===== src/rtl/pipe_stage_skid.sv =====
// pipe_stage_skid: valid/ready pipeline stage with a one-entry skid buffer.
// Ports: CLK/nRST, in_valid/in_ready/in_data, flush, out_valid/out_ready/out_data, bubble_cnt.
module pipe_stage_skid #(
  parameter int unsigned      WIDTH     = 32,
  parameter logic [WIDTH-1:0] NOP_VALUE = '0,
  parameter int unsigned      CNTW      = 16
) (
  input  logic             CLK,
  input  logic             nRST,
  input  logic             in_valid,
  output logic             in_ready,
  input  logic [WIDTH-1:0] in_data,
  input  logic             flush,
  output logic             out_valid,
  input  logic             out_ready,
  output logic [WIDTH-1:0] out_data,
  output logic [CNTW-1:0]  bubble_cnt
);

  typedef enum logic [1:0] {
    S_EMPTY = 2'd0,
    S_ONE   = 2'd1,
    S_FULL  = 2'd2
  } state_t;

  state_t           r_state;
  state_t           w_next;
  logic [WIDTH-1:0] r_main;
  logic [WIDTH-1:0] r_skid;
  logic [WIDTH-1:0] w_main_d;
  logic [WIDTH-1:0] w_skid_d;
  logic [CNTW-1:0]  r_cnt;
  logic             w_acc;
  logic             w_send;

  assign w_acc  = in_valid & in_ready;
  assign w_send = out_valid & out_ready;

  always_ff @(posedge CLK or negedge nRST) begin
    if (!nRST) begin
      r_state <= S_EMPTY;
      r_main  <= NOP_VALUE;
      r_skid  <= NOP_VALUE;
    end else begin
      r_state <= w_next;
      r_main  <= w_main_d;
      r_skid  <= w_skid_d;
    end
  end

  always_comb begin
    w_next   = r_state;
    w_main_d = r_main;
    w_skid_d = r_skid;
    unique case (r_state)
      S_EMPTY: begin
        if (w_acc) begin
          w_next   = S_ONE;
          w_main_d = in_data;
        end
      end
      S_ONE: begin
        if (w_acc && w_send) begin
          w_main_d = in_data;
        end else if (w_acc) begin
          w_next   = S_FULL;
          w_skid_d = in_data;
        end else if (w_send) begin
          w_next   = S_EMPTY;
          w_main_d = NOP_VALUE;
        end
      end
      S_FULL: begin
        if (w_send) begin
          w_next   = S_ONE;
          w_main_d = r_skid;
          w_skid_d = NOP_VALUE;
        end
      end
      default: begin
        w_next   = S_EMPTY;
        w_main_d = NOP_VALUE;
        w_skid_d = NOP_VALUE;
      end
    endcase
    // flush wins over every transition; a same-cycle accept is dropped
    if (flush) begin
      w_next   = S_EMPTY;
      w_main_d = NOP_VALUE;
      w_skid_d = NOP_VALUE;
    end
  end

  always_comb begin
    in_ready  = (r_state == S_EMPTY) || (r_state == S_ONE);
    out_valid = (r_state == S_ONE) || (r_state == S_FULL);
    out_data  = out_valid ? r_main : NOP_VALUE;
  end

  // counts idle-downstream cycles, saturating, untouched by flush
  always_ff @(posedge CLK or negedge nRST) begin
    if (!nRST) begin
      r_cnt <= '0;
    end else if (out_ready && !out_valid && (r_cnt != '1)) begin
      r_cnt <= r_cnt + CNTW'(1);
    end
  end

  assign bubble_cnt = r_cnt;

endmodule


===== config.mk =====
export PLATFORM = sky130hd
export DESIGN_NAME = pipe_stage_skid
export DESIGN_NICKNAME = d
export VERILOG_FILES = /design/src/rtl/pipe_stage_skid.sv
export SDC_FILE = /design/constraint.sdc
export NUM_CORES = 1
export LEC_CHECK = 0
export ABC_CLOCK_PERIOD_IN_PS = 2200
export BUFFER_PORTS_ARGS = -buffer_cell sky130_fd_sc_hd__clkbuf_2
export CAP_MARGIN = 15
export CORE_ASPECT_RATIO = 0.7
export CORE_MARGIN = 2
export CORE_UTILIZATION = 51
export CTS_BUF_LIST = sky130_fd_sc_hd__clkbuf_4
export CTS_CLUSTER_SIZE = 30
export DETAILED_ROUTE_END_ITERATION = 16
export PLACE_DENSITY = 0.78
export SLEW_MARGIN = 20
export SYNTH_ARGS = -nofsm -noshare
export SYNTH_HDL_FRONTEND = slang
export SYNTH_SLANG_ARGS = --single-unit

===== constraint.sdc =====
create_clock -name CLK -period 2.2 [get_ports CLK]
set_input_delay 0.44 -clock CLK [delete_from_list [all_inputs] [get_ports CLK]]
set_output_delay 0.44 -clock CLK [all_outputs]
set_load 0.01 [all_outputs]

---- Word-level counts from Yosys, hierarchy flattened ----
Index checks and enable logic that the tools add are counted.
storage, ports and cells
  bits in registers ....................... 82
  bits of input ports ..................... 37
  output and inout bits ................... 50
  word-level logic and storage cells ...... 46
cells by class
  add/subtract/negate cells ............... 1
  equality and inequality tests ........... 11
  mux-type cells .......................... 18
  bitwise operators ....................... 2
  reduce and logical (&&, ||, !) cells .... 10
operators with widths
  operator               number
  $mux 32                9
  $pmux 32 s3            2
  $add 16x1->16 const B  1
  $ne 16x16->1 const B   1
  $mux 2                 6
  $ne 3x3->1 const B     4
  $ne 4x4->1 const B     3
  $reduce_and 4->1       3
  $pmux 2 s3             1
  $logic_and 1x1->1      3
  $and 1x1->1            2
  $eq 2x1->1 const B     1
  $eq 2x2->1 const B     1
  $logic_not 2->1        1
  $logic_or 1x1->1       2
  $ne 2x2->1 const B     1
  $logic_not 1->1        1

---- Depth between registers and ports, before layout ----
Gate-level depths: netlist of the first run.
  depth in word-level cells ............... 8
  gate-level depth with buffers ........... 9
  depth with buffers taken out ............ 6

---- Worst setup path after synthesis of the first run ----
Ideal clock, no wire load.
  path kind ............................... reg-to-reg
  start point ............................. reg r_state[0]
  end point ............................... reg r_cnt[15] (netlist: bubble_cnt[15])
  library setup time ...................... 79 ps
  arrival time ............................ 2,036 ps
  required time ........................... 2,121 ps
  setup slack ............................. 84 ps
  stages on the path, launching flop included .. 8
  buffers on the path ..................... 1
  cell sequence ........................... dfrtp_1 inv_1 ha_1 buf_6 nand4b_4 or4_4 nor3_1 xor2_1
on the way
  longest elaborated chain between the ends .. 5
  elaborated cells on any way between the ends .. 6
ends and longest elaborated chain
  element                                   RTL line  text
  start: declaration                        26        state_t r_state;
  start signal: assignment                  45        r_state <= w_next;
  $eq 2x1->1 or $eq 2x2->1 (tied branches)  96        out_valid = (r_state == S_ONE) || (r_state == S_FULL);
  $logic_or 1x1->1 *                        96
  via out_valid                             14        output logic out_valid,
  $logic_not 1->1 *                         104       end else if (out_ready && !out_valid && (r_cnt != '1)) begin
  $logic_and 1x1->1 * (2 in a row)          104
  end signal: assignment                    105       r_cnt <= r_cnt + CNTW'(1);
  end: declaration                          32        logic [CNTW-1:0] r_cnt;
The timed path passes the listed nets; every way through them passes the cells marked *.
A chain may end at the register's enable or synchronous reset.

---- Worst setup path after layout of the first run ----
  start point ............................. reg r_state[0]
  end point ............................... out in_ready
on the way
  longest elaborated chain between the ends .. 2
  elaborated cells on any way between the ends .. 3
ends and longest elaborated chain
  element                                        RTL line  text
  $eq 2x1->1 or $logic_not 2->1 (tied branches)  95        in_ready = (r_state == S_EMPTY) || (r_state == S_ONE);
  $logic_or 1x1->1 *                             95
  end: declaration                               11        output logic in_ready,
Every way passes the cells marked *; elsewhere a longest branch is shown, timed or not.

==> metrics.yaml, run 1 <==
cp-start-kind: "register"
core_sq_mm: 0.00784
ys.flop_type: "dfrtp_1"
worst-setup-path-type: "reg2out"
grt_pass1_wl_mm: 17.4
rsz0062_at_grt: "false"
tightest_slew_ns: 0.821
die_y_um: 79.1
detailed_place_hpwl_mm: 7.06
fillCellCount: 647
placed_cells: 575
tritoncts: "yes"
syn-cell-area_sq_mm: 0.00411
slew_headroom_pct: 45.2
grt_max_degree: 39
io_pins: 87
seq_power_share_pct: 43.5
ys_top_cells_by_count: "dfrtp_1 (82), nand3_1 (40), nand2_1 (38)"
syn_nets: 443
dr.pass1.iters: 4
pwr-share-clk_pct: 23.4
setup-violations-final: 0
ctsRootBufferMaster: "clkbuf_4"
drt_first_iter_violations: 252
drv_cap: 0
yosysWarnings: 0
power.density_mw_per_mm2: 890
wl_per_cell_um: 17.8
status: "completed"
antenna_found_initial: 0
vdd_ir_drop_max_v: 0.000408
yosysSeqAreaShare_pct: 50.0
synth-edff-count: 0
die_w_um: 111
crit_fanout: 5
totalNegativeSetupSlack_ns: 0
p_leak_nw: 2.30
insertedDiodeCount: 0
whs_ns: 0.255
num_vias: 3578
worstPathArrival_ns: 1.68
finalHoldViolations: 0
cp_data_required_time_ns: 1.76
clock_sinks: 82
skew_ns: 0.0139
routabilityCongestion: 0.858
numPortBuffers: 86
insertion_delay_ns: 0.43
switching_share_pct: 36.1
area_growth_pct: 19.7
synth.top_cell.area_share_pct: 50.0
finalCriticalPeriod_ns: 2.12
period_share_pct: 96.5
vias_per_cell: 6.00
overflow: 0
synthArstFlopShare_pct: 100
num_rows: 27
drv_slew: 0
fmax_mhz: 471
synth_cell_types: 46
dieArea_sq_mm: 0.00880
initial_core_util_pct: 52.4
cts_made_buffers: 9
drc: 0
synth_most_common_cell: "dfrtp_1"
cts.path.max_buffers: 2
synth_area_leaders: "dfrtp_1 (50%), o2bb2ai_1 (7.0%), a22oi_1 (5.8%)"
internal_power_mw: 2.80
final_area_sq_mm: 0.00492
finalNonFillerCells: 596
p_sw_mw: 1.58
synth_seq_cells: 82
drt_wl_total_mm: 10.6
grt_pass1_vias: 3467
synth_largest_area_cell: "dfrtp_1"
syn_area_per_cell_sq_um: 10.3
drive_gt1_share_pct: 29.3
power_frac_comb_pct: 33.1
hp-class: "in2reg"
htree_levels: 3
grtUsageTotal_pct: 24.8
post_dp_cell_area_sq_mm: 0.00466
clk_pin_slew_ns: 0.13
endpoint_kind: "primary output"
final_antenna_net_count: 0
netlist_instances: 400
num-nets-final: 533
==> worst paths after layout <==
check	to	from	depth (start not counted)	slack, ns
min in group asynchronous	bubble_cnt[13]	nRST	2	0.50
setup reg to reg	bubble_cnt[15]	r_state[1]	7	0.17
hold reg to reg	r_main[0]	r_main[0]	1	0.50
hold / removal	r_skid[30]	in_data[30]	3	0.26
max in group asynchronous	r_main[26]	nRST	3	1.11
setup / recovery	in_ready	r_state[0]	5	0.08
==> repair_timing <==
| action | 4_1_cts | 5_1_grt |
|---|---|---|
| hold buffers | 1 | 0 |
| buffers inserted | 1 | 3 |
| setup endpoints to repair | 33 | 33 |
| cloned | 0 | 0 |
| resized for setup | 7 | 9 |
| endpoints found under the hold margin | 35 | 0 |
| pin swaps | 0 | 1 |
==> flip-flops by register name (all words and copies together), names as in the netlist <==
| name | count |
|---|---|
| r_state | 2 |
| bubble_cnt | 16 |
| r_main | 32 |
| r_skid | 32 |
==> metrics by stage <==
stage / power (mW) / setup WS, ns / utilization [%]
3_5_place_dp: 3.27 / 0.0610 / 59.4
3_3_place_gp: 3.23 / 0.164 / 59.4
4_1_cts: 4.33 / -0.0134 / 62.1
5_1_grt: 4.61 / 0.00681 / 62.8
2_1_floorplan: 2.79 / 0.0845 / -
6_report: 4.38 / 0.0778 / 62.8
==> area by class of cell <==
type                       count  area (sq um)  share of cell area (%)
tap                          101           126                    2.57
timing repair buffer         111           676                    13.7
sequential                    82          2050                    41.7
multi-input combinational    284          1890                    38.5
clock inverter                 4          73.8                    1.50
clock buffer                  12          90.1                    1.83
inverter                       2          7.51                   0.153
==> cell usage in the layout (no fill, tap or decap), types with 12 or more instances in the layout <==
master     Yosys  layout
dfrtp_1       82      82
nand2_1       38      38
and2_1        33      31
clkbuf_4       0      12
a21oi_1       37      37
buf_4          0      19
nand3_1       40      40
clkbuf_2       0      84
a22oi_1       32      32
o2bb2ai_1     33      33
==> metal layers <==
metal	vias up	share of wire [%]	GRT usage (%)
met1	1763	46	35.2
met3	9	7.3	6.41
met5	-	0	0
met4	0	0.95	6.17
met2	158	46	38.4
li1	1648	-	-
==> critical path: stages, from the launching register on <==
cell	delay, ns
dfrtp_1	0.42
buf_6	0.14
ha_4	0.18
buf_8	0.12
or2_2	0.27
buf_2	0.14
==> power by group through the flow <==
stage	Clock (mW)	Combinational (mW)	Sequential [mW]
final	1.03	1.45	1.90
after global routing	1.10	1.58	1.93
after CTS	1.04	1.40	1.90
after detailed placement	0	1.35	1.92
after global placement	0	1.31	1.92
after floorplan	0	0.879	1.91
==> kinds of logic after synthesis <==
family	Yosys count	share of synthesized area (%)
adder cells (fa/ha/maj)	6	1.83
multiplexers	3	0.792
AO/OA/AOI/OAI	117	20.8
AND/OR/NAND/NOR	147	19.6
buffers and inverters	34	4.69
flip-flops	82	50.0
XOR/XNOR	11	2.35
Power figures use the tool's default switching activity.
==> run 2, diff against run 1 <==
- CORE_UTILIZATION: 51 -> 50
- PLACE_DENSITY: 0.78 -> 0.83
==> metrics.yaml, run 2 (synthesized netlist as in run 1, its figures left out) <==
drc: 0
ctsRootBufferMaster: "clkbuf_4"
crit_end: "out_data[10]"
core_sq_mm: 0.00791
fin_ws_ns: 0.0579
hp-class: "in2reg"
drv_cap: 0
finalNonFillerCells: 594
regToRegStartpoint: "r_state[1]"
clock_sinks: 82
io_pins: 87
routabilityCongestion: 0.897
drt_wl_total_mm: 10.7
crit_start: "r_state[1]"
mostFrequentLayoutCell: "dfrtp_1"
detailed_place_hpwl_mm: 6.94
insertedDiodeCount: 0
drt_first_iter_violations: 389
dieArea_sq_mm: 0.00897
period_share_pct: 97.4
die_y_um: 79.8
status: "completed"
cp-start-kind: "register"
initial_core_util_pct: 52.0
reg2reg_slack_ns: 0.13
clk_pin_slew_ns: 0.14
grt_pass1_wl_mm: 16.9
dr.pass1.iters: 5
grt_pass1_vias: 3300
numPortBuffers: 86
wl_per_cell_um: 18.0
drv_slew: 0
skew_ns: 0.0116
slew_headroom_pct: 48.4
p_leak_nw: 2.28
grt_max_degree: 46
pre_cts_ws_ns: 0.0347
grtUsageTotal_pct: 23.6
finalHoldViolations: 0
tightest_slew_ns: 0.773
worstPathArrival_ns: 1.70
drive_gt1_share_pct: 29.0
num_rows: 27
reg2reg_depth: 6
antenna_found_initial: 0
die_w_um: 112
num_vias: 3621
area_growth_pct: 18.6
hold_depth: 3
power.density_mw_per_mm2: 871
final_cell_mix: "dfrtp_1 (82), clkbuf_2 (72), nand3_1 (40), nand2_1 (38), a21oi_1 (37)"
fin_util_pct: 61.6
crit_fanout: 8
cp_data_required_time_ns: 1.76
final_antenna_net_count: 0
finalCriticalPeriod_ns: 2.14
insertion_delay_ns: 0.43
tritoncts: "yes"
htree_levels: 3
num-nets-final: 532
vias_per_cell: 6.10
cts_made_buffers: 9
overflow: 0
setup-violations-final: 0
finalPower_mw: 4.24
endpoint_kind: "primary output"
whs_ns: 0.253
fmax_mhz: 467
rsz0062_at_grt: "true"
vdd_ir_drop_max_v: 0.000481
reg2reg_to: "r_main[11]"
placed_cells: 573
worst-setup-path-type: "reg2out"
cts.path.max_buffers: 2
-- run 2: changes by cell type in the layout (fill, tap and decap cells not counted), sizes merged --
cell,before,now
buf,26,35
bufinv,2,1
clkbuf,96,84
clkinv,1,2
clkinvlp,0,1
-- run 2: how the worst min path moves through the flow --
stage	slack [ns]	endpoint	startpoint
after global routing	0.23	r_skid[20]	in_data[20]
after floorplan	0.14	bubble_cnt[0]	nRST
final	0.25	r_skid[20]	in_data[20]
after CTS	0.25	r_skid[20]	in_data[20]
after detailed placement	0.47	r_main[23]	r_main[23]
after global placement	0.46	r_main[0]	r_main[0]
-- run 2: cell type report --
class,count,area [sq um]
Clock inverter,5,55.1
Tap cell,101,126
Multi-Input combinational cell,284,1890
Fill cell,669,3030
Clock buffer,10,75.1
Sequential cell,82,2050
Inverter,2,7.51
Timing Repair Buffer,110,664
-- run 2: layer usage --
| layer | track usage, % | wire (um) |
|---|---|---|
| met3 | 6.68 | 1010 |
| met4 | 5.49 | 96 |
| met2 | 36.1 | 4860 |
| met1 | 33.5 | 4750 |
| met5 | 0 | 0 |
-- run 2: metrics by stage --
step	cell area, sq um	TNS, ns
2_1_floorplan	4110	0
3_3_place_gp	4620	0
3_5_place_dp	4620	0
4_1_cts	4790	0
5_1_grt	4870	-0.201
6_report	4870	0
-- run 2: worst max-delay path: stages, from the launching register on --
cell and delay, ns:
dfrtp_1 0.39, inv_2 0.07, ha_4 0.37, buf_12 0.15, and2_1 0.16, clkbuf_2 0.14
-- run 2: report_power, final --
group	switching (mW)	internal [mW]
sequential	0.196	1.71
clock	0.514	0.352
combinational	0.879	0.592
-- run 2: what timing repair did --
action / CTS / global route
hold buffers: 1 / 0
pin swaps: 0 / 1
gates resized for setup: 5 / 20
hold endpoints to repair: 11 / 0
endpoints found under the setup margin: 31 / 33
setup buffers: 1 / 1
gates cloned: 0 / 3
